--- src/rtl/dpram_port_arbiter_if.sv ---
// Requester-side bus of the dual-port RAM port arbiter.
// The arbiter is the slave; the requesters together form the master.
interface dpram_port_arbiter_if #(
    parameter int NREQ = 3,
    parameter int AW   = 8,
    parameter int DW   = 8
);
    logic [NREQ-1:0]    req;
    logic [NREQ-1:0]    we;
    logic [NREQ*AW-1:0] addr;
    logic [NREQ*DW-1:0] wdata;
    logic [NREQ-1:0]    ack;
    logic [NREQ-1:0]    rvalid;
    logic [DW-1:0]      rdata;

    modport master (
        output req, we, addr, wdata,
        input  ack, rvalid, rdata
    );

    modport slave (
        input  req, we, addr, wdata,
        output ack, rvalid, rdata
    );
endinterface

--- src/rtl/dpram_port_arbiter.sv ---
// Shares one dual-port RAM port between NREQ requesters, one op per clock,
// round-robin or fixed priority, with per-requester read-valid pulses.
module dpram_port_arbiter #(
    parameter int NREQ       = 3,
    parameter int AW         = 8,
    parameter int DW         = 8,
    parameter int FIXED_PRIO = 0
) (
    input  logic          clock,
    input  logic          reset,
    dpram_port_arbiter_if.slave bus,
    output logic [AW-1:0] mem_address,
    output logic [DW-1:0] mem_data,
    output logic          mem_wren,
    output logic          mem_rden,
    input  logic [DW-1:0] mem_q
);
    localparam int IW = $clog2(NREQ);

    logic [NREQ-1:0] elig;
    logic [IW-1:0]   ptr;
    logic [IW-1:0]   gid;
    logic [IW-1:0]   sel;
    logic [IW-1:0]   nxt_ptr;
    logic            found;
    logic            sel_we;
    logic [AW-1:0]   sel_addr;
    logic [DW-1:0]   sel_wdata;

    // A requester whose ack is high still shows a stale req this cycle.
    assign elig = bus.req & ~bus.ack;

    always_comb begin
        int idx;
        idx   = 0;
        found = 1'b0;
        sel   = '0;
        for (int k = 0; k < NREQ; k++) begin
            if (FIXED_PRIO != 0) begin
                idx = k;
            end else begin
                idx = int'(ptr) + k;
                if (idx >= NREQ) idx = idx - NREQ;
            end
            if (!found && elig[idx]) begin
                found = 1'b1;
                sel   = IW'(idx);
            end
        end
    end

    assign sel_we    = bus.we[sel];
    assign sel_addr  = bus.addr[int'(sel)*AW +: AW];
    assign sel_wdata = bus.wdata[int'(sel)*DW +: DW];
    assign nxt_ptr   = (sel == IW'(NREQ - 1)) ? '0 : sel + 1'b1;

    // RAM read is registered once, so q lines up with the delayed id.
    assign bus.rdata = mem_q;

    always_ff @(posedge clock) begin
        if (reset) begin
            bus.ack     <= '0;
            bus.rvalid  <= '0;
            mem_address <= '0;
            mem_data    <= '0;
            mem_wren    <= 1'b0;
            mem_rden    <= 1'b0;
            gid         <= '0;
            ptr         <= '0;
        end else begin
            bus.rvalid <= mem_rden ? (NREQ'(1) << gid) : '0;
            if (found) begin
                bus.ack     <= NREQ'(1) << sel;
                mem_address <= sel_addr;
                mem_data    <= sel_wdata;
                mem_wren    <= sel_we;
                mem_rden    <= ~sel_we;
                gid         <= sel;
                if (FIXED_PRIO == 0) ptr <= nxt_ptr;
            end else begin
                bus.ack  <= '0;
                mem_wren <= 1'b0;
                mem_rden <= 1'b0;
            end
        end
    end
endmodule

--- src/flat_wrapper.sv ---
// flat-port wrapper written by rule: the top's interface ports become plain ports
module dpram_port_arbiter_flat 
#(
    parameter int NREQ       = 3,
    parameter int AW         = 8,
    parameter int DW         = 8,
    parameter int FIXED_PRIO = 0
)
  (clock, reset, mem_address, mem_data, mem_wren, mem_rden, mem_q, bus_req, bus_we, bus_addr, bus_wdata, bus_ack, bus_rvalid, bus_rdata);
  dpram_port_arbiter_if #(.NREQ(NREQ), .AW(AW), .DW(DW)) bus_i ();
  input  logic clock;
  input  logic reset;
  output logic [AW-1:0] mem_address;
  output logic [DW-1:0] mem_data;
  output logic mem_wren;
  output logic mem_rden;
  input  logic [DW-1:0] mem_q;
  input wire logic [$bits(bus_i.req)-1:0] bus_req;
  input wire logic [$bits(bus_i.we)-1:0] bus_we;
  input wire logic [$bits(bus_i.addr)-1:0] bus_addr;
  input wire logic [$bits(bus_i.wdata)-1:0] bus_wdata;
  output wire logic [$bits(bus_i.ack)-1:0] bus_ack;
  output wire logic [$bits(bus_i.rvalid)-1:0] bus_rvalid;
  output wire logic [$bits(bus_i.rdata)-1:0] bus_rdata;
  assign bus_i.req = bus_req;
  assign bus_i.we = bus_we;
  assign bus_i.addr = bus_addr;
  assign bus_i.wdata = bus_wdata;
  assign bus_ack = bus_i.ack;
  assign bus_rvalid = bus_i.rvalid;
  assign bus_rdata = bus_i.rdata;
  dpram_port_arbiter #(.NREQ(NREQ), .AW(AW), .DW(DW), .FIXED_PRIO(FIXED_PRIO)) u_core (.clock(clock), .reset(reset), .bus(bus_i), .mem_address(mem_address), .mem_data(mem_data), .mem_wren(mem_wren), .mem_rden(mem_rden), .mem_q(mem_q));
endmodule
--- config.mk ---
export PLATFORM = sky130hd
export DESIGN_NAME = dpram_port_arbiter_flat
export DESIGN_NICKNAME = d
export VERILOG_FILES = /design/src/rtl/dpram_port_arbiter_if.sv /design/src/rtl/dpram_port_arbiter.sv /design/src/flat_wrapper.sv
export SDC_FILE = /design/constraint.sdc
export NUM_CORES = 1
export LEC_CHECK = 0
export BUFFER_PORTS_ARGS = -buffer_cell sky130_fd_sc_hd__buf_4
export CAP_MARGIN = 10
export CORE_MARGIN = 2
export CORE_UTILIZATION = 28
export CTS_BUF_LIST = sky130_fd_sc_hd__clkbuf_4
export DETAILED_ROUTE_END_ITERATION = 12
export PLACE_DENSITY = 0.58
export SLEW_MARGIN = 20
export SYNTH_ARGS = -nofsm -noshare
export SYNTH_HDL_FRONTEND = slang
export SYNTH_SLANG_ARGS = --single-unit
export TNS_END_PERCENT = 100
--- constraint.sdc ---
create_clock -name clock -period 3.48 [get_ports clock]
set_input_delay 0.174 -clock clock [delete_from_list [all_inputs] [get_ports clock]]
set_output_delay 0.174 -clock clock [all_outputs]
set_load 0.01 [all_outputs]
==> results of run 1 <==
[logic make-up (layout without fill, tap and decap cells)]
family / after synthesis / in the layout
adder cells (fa/ha/maj): 3 / 3
flip-flops: 28 / 28
buffers and inverters: 40 / 106
multiplexers: 18 / 18
AND/OR/NAND/NOR: 48 / 48
AO/OA/AOI/OAI: 39 / 39
[power groups by stage]
stage	registers (mW)	logic, mW	clock network (mW)
6_report	0.497	0.931	0.141
5_1_grt	0.514	1.04	0.158
4_1_cts	0.499	0.948	0.148
3_5_place_dp	0.505	0.948	0
3_3_place_gp	0.506	0.940	0
2_1_floorplan	0.541	0.664	0
[cell usage after synthesis (2+ instances only)]
master,instances
ha_1,3
dfxtp_1,28
nand2_1,20
buf_4,9
a21oi_1,5
a21o_1,2
nor2_1,9
a31oi_1,2
o221ai_1,15
buf_6,2
nor2b_1,3
inv_1,21
clkbuf_1,3
o21ai_1,2
nor3b_1,2
nor4bb_1,2
a211oi_1,2
nand2b_1,5
mux2i_1,17
nand2b_4,2
buf_2,4
[final cells by class]
cell class / instances / area (µm²)
repair buffers: 81 / 608.1
clock buffers: 3 / 22.52
inverters: 21 / 78.83
flip-flops and latches: 28 / 560.5
fillers: 563 / 3321
well taps: 72 / 90.09
clock inverters: 1 / 3.754
multi-input cells: 108 / 822.0
[sequential cells by signal, summed over array words and instances (netlist names)]
name / count
u_core.bus.ack: 3
u_core.bus.rvalid: 3
u_core.gid: 2
u_core.mem_address: 8
u_core.mem_data: 8
u_core.mem_rden: 1
u_core.mem_wren: 1
u_core.ptr: 2
[how the worst max path moves through the flow]
stage,end,start,slack [ps]
floorplan,u_core.mem_rden,u_core.ptr[0],1270
global placement,u_core.mem_data[0],u_core.ptr[0],900
detailed placement,u_core.mem_data[1],u_core.ptr[0],850
CTS,u_core.mem_address[2],u_core.ptr[0],840
global route,u_core.mem_address[5],u_core.ptr[0],520
finish,u_core.mem_address[0],u_core.ptr[0],860
[critical path: stages, from the launching register on]
cell and delay, ps:
dfxtp_1 390, inv_1 70, ha_1 460, nor2_1 100
nor3b_1 380, nor3_2 120, a21o_1 240, nand2b_1 540
o221ai_1 190
[cells in the final DEF, fill, tap and decap left out, drive strengths merged, types with 2 or more instances in the layout]
master	synthesis	layout
nand2	20	20
nor2	9	9
a21o	2	2
inv	21	21
nor2b	3	3
mux2i	17	17
a211oi	2	2
o21ai	3	3
buf	16	81
nor4bb	2	2
ha	3	3
nor3b	3	3
o221ai	15	15
nor4b	2	2
nand2b	7	7
a21oi	5	5
dfxtp	28	28
clkbuf	3	3
a31oi	2	2
[layer usage]
metal | track usage, % | routed length [µm] | vias to the layer above
met5 | 0 | 0 | -
met4 | 3.103 | 26 | 0
met3 | 3.507 | 275 | 4
met2 | 21.76 | 1895 | 46
met1 | 15.86 | 1673 | 649
li1 | - | - | 742
==> impl_metrics.yaml, run 1 <==
routing:
  drt-initial-drc-count: 81
  wl_per_cell_um: 12.32
  dr_total_vias: 1441
  ant_nets: 0
  drc_errors: 0
  drt-total-wl_um: 3870
  drt_pass1_iterations: 4
  vias_per_cell: 4.589
cts:
  tritoncts: "built"
  ctsResizeCount: 0
  htreeDepth: 1
  cts_hold_buf: 0
  clk_pin_slew_ps: 150
  cts_root_buffer: "clkbuf_4"
  clk_latency_ps: 330
  clk_path_buf_depth: 2
  cts_buffers: 3
  cts.sinks: 28
  cts_setup_buffers: 0
setup_path:
  cp-end-kind: "flop"
  required_ps: 3690
  crit_type: "reg -> reg"
  worst_r2r_path_depth: 8
  path_max_fanout: 17
  cp_data_arrival_time_ps: 2830
  reg2reg_slack_ps: 860
  r2r-start: "u_core.ptr[0]"
  cp-start-kind: "flop"
  r2r-end: "u_core.mem_address[0]"
timing:
  finClkSkew_ps: 2.089
  fmax_mhz: 381.3
  rsz0062_at_grt: "false"
  hold_viol_final: 0
  holdWs_ps: 86.28
  max-slew-margin-rel_pct: 51.02
  fin_crit_ps: 2622
  fin_ws_ps: 857.7
  maxSlewViolCount: 0
  setup_viol: 0
  min_period_over_period_pct: 75.35
  worst-slew-pin-transition_ps: 734.7
  tns_ps: 0
min_path:
  hold_end: "u_core.gid[0]"
  worstHoldStart: "reset"
  hold_depth: 2
  hp-class: "in -> reg"
power_and_ir_drop:
  combPwrFrac_pct: 59.3
  power.density_nw_per_um2: 717.9
  vdd_drop_max_mv: 0.3246
  p_sw_uw: 639.6
  power_mw: 1.569
  switching_share_pct: 40.76
  p_leak_nw: 1.088
  p_int_uw: 929.6
  pwr-share-seq_pct: 31.7
  p_clk_share_pct: 9.0
yosys:
  synth_top_family_by_area: "compound AO/OA/AOI/OAI gates"
  muxShareOfSynthArea_pct: 11.32
  ys_top_cells_by_area: "dfxtp_1 (35%), mux2i_1 (11%), o221ai_1 (8.2%)"
  synth_fp_nets: 243
  yosys.area_share.adder_pct: 2.342
  yosys_register_bits: 28
  synth_flop_cell: "dfxtp_1"
  synthCells: 176
  synth-simple-area-share_pct: 18.19
  synth-compound-area-share_pct: 19.44
  synth_cell_types: 39
  synth_edf_count: 0
  synth_top_area_share_pct: 34.97
  yosys_warnings: 0
  async_reset_ff_share_pct: 0
  synth_top_area_cell: "dfxtp_1"
  synth.avg_cell_area_um2: 9.107
  synth_xor_area_share_pct: 0
  syn_area_um2: 1603
  ys_seq_area_share_pct: 34.97
finish:
  area_growth_pct: 36.38
  final_nets: 310
  num_antenna_cells: 0
  instances_no_fill: 314
  drive_gt1_share_pct: 38.02
  final_util_pct: 39.70
  final_area_um2: 2186
die:
  die_area_um2: 6346
  die_y_um: 79.66
  initial_core_util_pct: 29.11
  die_w_um: 79.66
  core-area_um2: 5507
  ios: 96
  rows: 27
place:
  post-place-ws_ps: 853.3
  placed_area_um2: 2160
  gp_congestion: 0.7209
  hpwl_um: 2902
  port_buffers: 79
  placedCellCount: 310
flow_run:
  maxCapViolCount: 0
run_status:
  status: "finished clean"
grt:
  antenna_found_initial: 0
  grt_max_degree: 21
  grt_pass1_wl_um: 6603
  grt.total_usage_pct: 12.76
  grt_pass1_vias: 1469
  globalRoute.totalOverflow: 0
No activity file was read; power rests on OpenSTA's default activity.
==> run 2, diff against run 1 <==
==> constraint.sdc (replaced) <==
create_clock -name clock -period 2.6 [get_ports clock]
set_input_delay 0.13 -clock clock [delete_from_list [all_inputs] [get_ports clock]]
set_output_delay 0.13 -clock clock [all_outputs]
set_load 0.01 [all_outputs]
==> impl_metrics.yaml, run 2 (synthesis results as in run 1) <==
run_status:
  status: "finished clean"
place:
  port_buffers: 79
  gp_congestion: 0.7786
  post-place-ws_ps: 152.9
  placedCellCount: 314
  hpwl_um: 3109
setup_path:
  path_max_fanout: 11
  cpMaxStageDelayCell: "ha_2"
  cp-start-kind: "flop"
  crit_family: "simple AND/OR/NAND/NOR gates"
  crit_top_cell: "nand2b_1"
  critPathBufInv: 2
  path_cells: "inv_1, ha_2, nand2b_1, a21oi_1, nor3_2, a21o_1, nand2b_1, buf_4, o221ai_1"
  required_ps: 2850
  cp_data_arrival_time_ps: 2590
  cpPeakStageDelay_ps: 420
  cp-end-kind: "flop"
  crit_type: "reg -> reg"
power_and_ir_drop:
  pwr-share-seq_pct: 29.6
  combPwrFrac_pct: 57.7
  p_int_mw: 1.385
  vdd_drop_max_mv: 0.3949
  p_sw_uw: 880.9
  power_mw: 2.266
  p_clk_share_pct: 12.8
  p_leak_nw: 1.120
  switching_share_pct: 38.88
  power.density_nw_per_um2: 1007
routing:
  wl_per_cell_um: 12.81
  vias_per_cell: 4.579
  dr_total_vias: 1456
  ant_nets: 0
  drc_errors: 0
  drt_pass1_iterations: 4
  drt-initial-drc-count: 45
  drt-total-wl_um: 4072
cts:
  tritoncts: "built"
  htreeDepth: 1
  clk_pin_slew_ps: 170
  cts_hold_buf: 0
  clk_path_buf_depth: 2
  cts_setup_buffers: 0
  cts_buffers: 3
  clk_latency_ps: 330
  cts_root_buffer: "clkbuf_4"
  cts.sinks: 28
timing:
  maxSlewViolCount: 0
  finClkSkew_ps: 16.17
  tns_ps: 0
  max-slew-margin-rel_pct: 63.82
  worst-slew-pin-transition_ps: 541.5
  setup_viol: 0
  fin_crit_ps: 2335
  fmax_mhz: 428.2
  fin_ws_ps: 264.9
  min_period_over_period_pct: 89.81
  hold_viol_final: 0
  rsz0062_at_grt: "false"
die:
  die_w_um: 79.66
  initial_core_util_pct: 29.11
  die_area_um2: 6346
  rows: 27
  core-area_um2: 5507
  ios: 96
  die_y_um: 79.66
grt:
  grt_pass1_wl_um: 6548
  grt.total_usage_pct: 12.76
  antenna_found_initial: 0
  grt_max_degree: 20
  grt_pass1_vias: 1445
  globalRoute.totalOverflow: 0
finish:
  drive_gt1_share_pct: 40.24
  area_growth_pct: 40.36
  final_common_cell: "buf_4"
  instances_no_fill: 318
  reg_top3: "u_core.mem_address (8), u_core.mem_data (8)"
  num_antenna_cells: 0
  ff_latch_area_um2: 560.5
  fillCellCount: 541
  layout_common_cells: "buf_4 (85), dfxtp_1 (28), inv_1 (21)"
  multi_input_area_um2: 829.5
  final_nets: 314
  final_util_pct: 40.85
min_path:
  hp-class: "in -> reg"
flow_run:
  maxCapViolCount: 0
==> run 2: final cells by class <==
type | instances | area share [%]
Tap cell | 72 | 4.004
Inverter | 21 | 3.504
Clock inverter | 1 | 1.335
Timing Repair Buffer | 85 | 28.36
Sequential cell | 28 | 24.92
Clock buffer | 3 | 1.001
Multi-Input combinational cell | 108 | 36.87
==> run 2: power by group through the flow <==
stage          Combinational [mW]  Clock, mW  Sequential, mW
6_report                     1.31      0.290           0.670
3_3_place_gp                 1.30          0           0.681
2_1_floorplan               0.888          0           0.724
5_1_grt                      1.44      0.320           0.692
3_5_place_dp                 1.31          0           0.678
4_1_cts                      1.31      0.302           0.672
==> run 2: stage by stage <==
stage	hold slack (ps)	cell area, µm²
3_3_place_gp	260.1	2190
2_1_floorplan	300.2	1603
4_1_cts	23.85	2242
3_5_place_dp	260.1	2190
5_1_grt	36.11	2250
6_report	43.59	2250
==> run 2: routing by layer <==
| layer | wire length [µm] | share of wire [%] | GRT usage (%) | up-vias |
|---|---|---|---|---|
| met3 | 253 | 6.2 | 2.489 | 4 |
| met4 | 28 | 0.69 | 4.310 | 0 |
| met1 | 1758 | 43 | 16.27 | 660 |
| met5 | 0 | 0 | 0 | - |
| met2 | 2031 | 50 | 21.43 | 41 |
| li1 | - | - | - | 751 |
==> run 2: path summary, 6_finish.rpt <==
| check | from | end | slack [ps] | cells past startpoint |
|---|---|---|---|---|
| setup reg to reg | u_core.ptr[0] | u_core.mem_address[0] | 260 | 9 |
| hold reg to reg | u_core.gid[0] | u_core.bus.rvalid[2] | 480 | 1 |
| hold / removal | reset | u_core.gid[0] | 40 | 2 |
| setup / recovery | u_core.ptr[0] | u_core.mem_address[0] | 260 | 9 |
==> run 2: repair_timing <==
| item | CTS | global route |
|---|---|---|
| setup endpoints to repair | 0 | 12 |
| hold endpoints to repair | 0 | 0 |
| gates resized for setup | 0 | 2 |
==> run 3, diff against run 2 <==
--- a/config.mk
+++ b/config.mk
@@ -7,11 +7,13 @@
 export LEC_CHECK = 0
 export BUFFER_PORTS_ARGS = -buffer_cell sky130_fd_sc_hd__buf_4
 export CAP_MARGIN = 10
+export CELL_PAD_IN_SITES_DETAIL_PLACEMENT = 1
+export CELL_PAD_IN_SITES_GLOBAL_PLACEMENT = 1
 export CORE_MARGIN = 2
 export CORE_UTILIZATION = 28
 export CTS_BUF_LIST = sky130_fd_sc_hd__clkbuf_4
 export DETAILED_ROUTE_END_ITERATION = 12
-export PLACE_DENSITY = 0.58
+export PLACE_DENSITY = 0.77
 export SLEW_MARGIN = 20
 export SYNTH_ARGS = -nofsm -noshare
 export SYNTH_HDL_FRONTEND = slang
==> impl_metrics.yaml, run 3 (synthesis results as in run 1) <==
setup_path:
  required_ps: 2820
  worst_r2r_path_depth: 9
  r2r-start: "u_core.ptr[0]"
  cp_data_arrival_time_ps: 2570
  path_cells: "inv_1, ha_1, nor2_1, a21boi_0, o21ai_1, o31a_4, buf_4, mux2i_1, o221ai_1"
  crit_type: "reg -> reg"
  critPathBufInv: 2
  crit_family: "compound AO/OA/AOI/OAI gates"
  cp-start-kind: "flop"
  cpMaxStageDelayCell: "ha_1"
  path_max_fanout: 11
  r2r-end: "u_core.mem_address[5]"
  startpoint: "u_core.ptr[0]"
  reg2reg_slack_ps: 250
  cp-end-kind: "flop"
  cpPeakStageDelay_ps: 470
power_and_ir_drop:
  p_sw_uw: 918.0
  power.density_nw_per_um2: 1027
  p_leak_nw: 1.131
  pwr-share-seq_pct: 28.8
  power_mw: 2.324
  switching_share_pct: 39.50
  p_int_mw: 1.406
  combPwrFrac_pct: 58.6
  p_clk_share_pct: 12.7
  vdd_drop_max_mv: 0.3576
die:
  initial_core_util_pct: 29.11
  die_y_um: 79.66
  ios: 96
  core-area_um2: 5507
  die_w_um: 79.66
  rows: 27
  die_area_um2: 6346
grt:
  globalRoute.totalOverflow: 0
  grt_pass1_vias: 1635
  grt.total_usage_pct: 14.81
  grt_pass1_wl_um: 7479
  antenna_found_initial: 0
  grt_max_degree: 21
timing:
  fmax_mhz: 426.4
  rsz0062_at_grt: "false"
  fin_crit_ps: 2345
  tns_ps: 0
  worst-slew-pin-transition_ps: 379.5
  holdWs_ps: 48.85
  maxSlewViolCount: 0
  max-slew-margin-rel_pct: 74.58
  finClkSkew_ps: 5.908
  hold_viol_final: 0
  fin_ws_ps: 254.8
  setup_viol: 0
  min_period_over_period_pct: 90.20
finish:
  final_common_cell: "buf_4"
  reg_top3: "u_core.mem_address (8), u_core.mem_data (8)"
  instances_no_fill: 320
  num_antenna_cells: 0
  area_growth_pct: 41.14
  final_nets: 316
  fillCellCount: 664
  layout_common_cells: "buf_4 (87), dfxtp_1 (28), inv_1 (21)"
  final_util_pct: 41.08
  final_area_um2: 2262
  drive_gt1_share_pct: 40.32
cts:
  cts_buffers: 3
  tritoncts: "built"
  cts_hold_buf: 0
  clk_latency_ps: 330
  cts_root_buffer: "clkbuf_4"
  cts.sinks: 28
  clk_path_buf_depth: 2
  clk_pin_slew_ps: 160
  htreeDepth: 1
place:
  port_buffers: 79
  post-place-ws_ps: 170.9
  placed_area_um2: 2197
  hpwl_um: 3606
  gp_congestion: 0.8068
  placedCellCount: 315
routing:
  vias_per_cell: 4.859
  drt-total-wl_um: 4620
  drc_errors: 0
  dr_total_vias: 1555
  wl_per_cell_um: 14.44
  drt_pass1_iterations: 4
  ant_nets: 0
  drt-initial-drc-count: 43
min_path:
  hold_depth: 2
  hp-class: "in -> reg"
  worstHoldStart: "reset"
  hold_end: "u_core.gid[0]"
flow_run:
  maxCapViolCount: 0
run_status:
  status: "finished clean"
## run 3: cell types whose count changed in the layout (fill, tap and decap cells not counted)
cell	change
buf_4	+2
ha_2	-1
ha_1	+1
## run 3: final cells by class
cell class                      instances  area [µm²]  area share [%]
Clock buffer                            3       22.52          0.9956
Clock inverter                          1       30.03           1.327
Inverter                               21       78.83           3.485
Multi-Input combinational cell        108       827.0           36.56
Sequential cell                        28       560.5           24.78
Tap cell                               72       90.09           3.982
Timing Repair Buffer                   87       653.1           28.87
## run 3: power by group through the flow
stage	Combinational (mW)	Clock (mW)	Sequential (mW)
6_report	1.36	0.294	0.669
5_1_grt	1.49	0.323	0.690
4_1_cts	1.36	0.305	0.672
3_5_place_dp	1.36	0	0.682
3_3_place_gp	1.32	0	0.677
2_1_floorplan	0.888	0	0.724
## run 3: what timing repair did
| item | in CTS | in global routing |
|---|---|---|
| buffers inserted | 0 | 1 |
| gates resized for setup | 0 | 1 |
| endpoints found under the setup margin | 0 | 6 |
## run 3: per-layer routing
metal  up-vias  track usage (%)  wire, µm
met5         -                0         0
met1       744            16.77      1864
met4         0            4.310        28
met2        48            27.39      2459
met3         4            3.394       266
li1        759                -         -
## run 3: worst max-delay path by stage
stage                       endpoint  cells after the start
5_1_grt           u_core.mem_data[1]                      9
2_1_floorplan        u_core.mem_rden                     10
3_5_place_dp         u_core.mem_wren                      7
4_1_cts              u_core.mem_wren                      7
6_report       u_core.mem_address[5]                      9
3_3_place_gp         u_core.mem_wren                      7
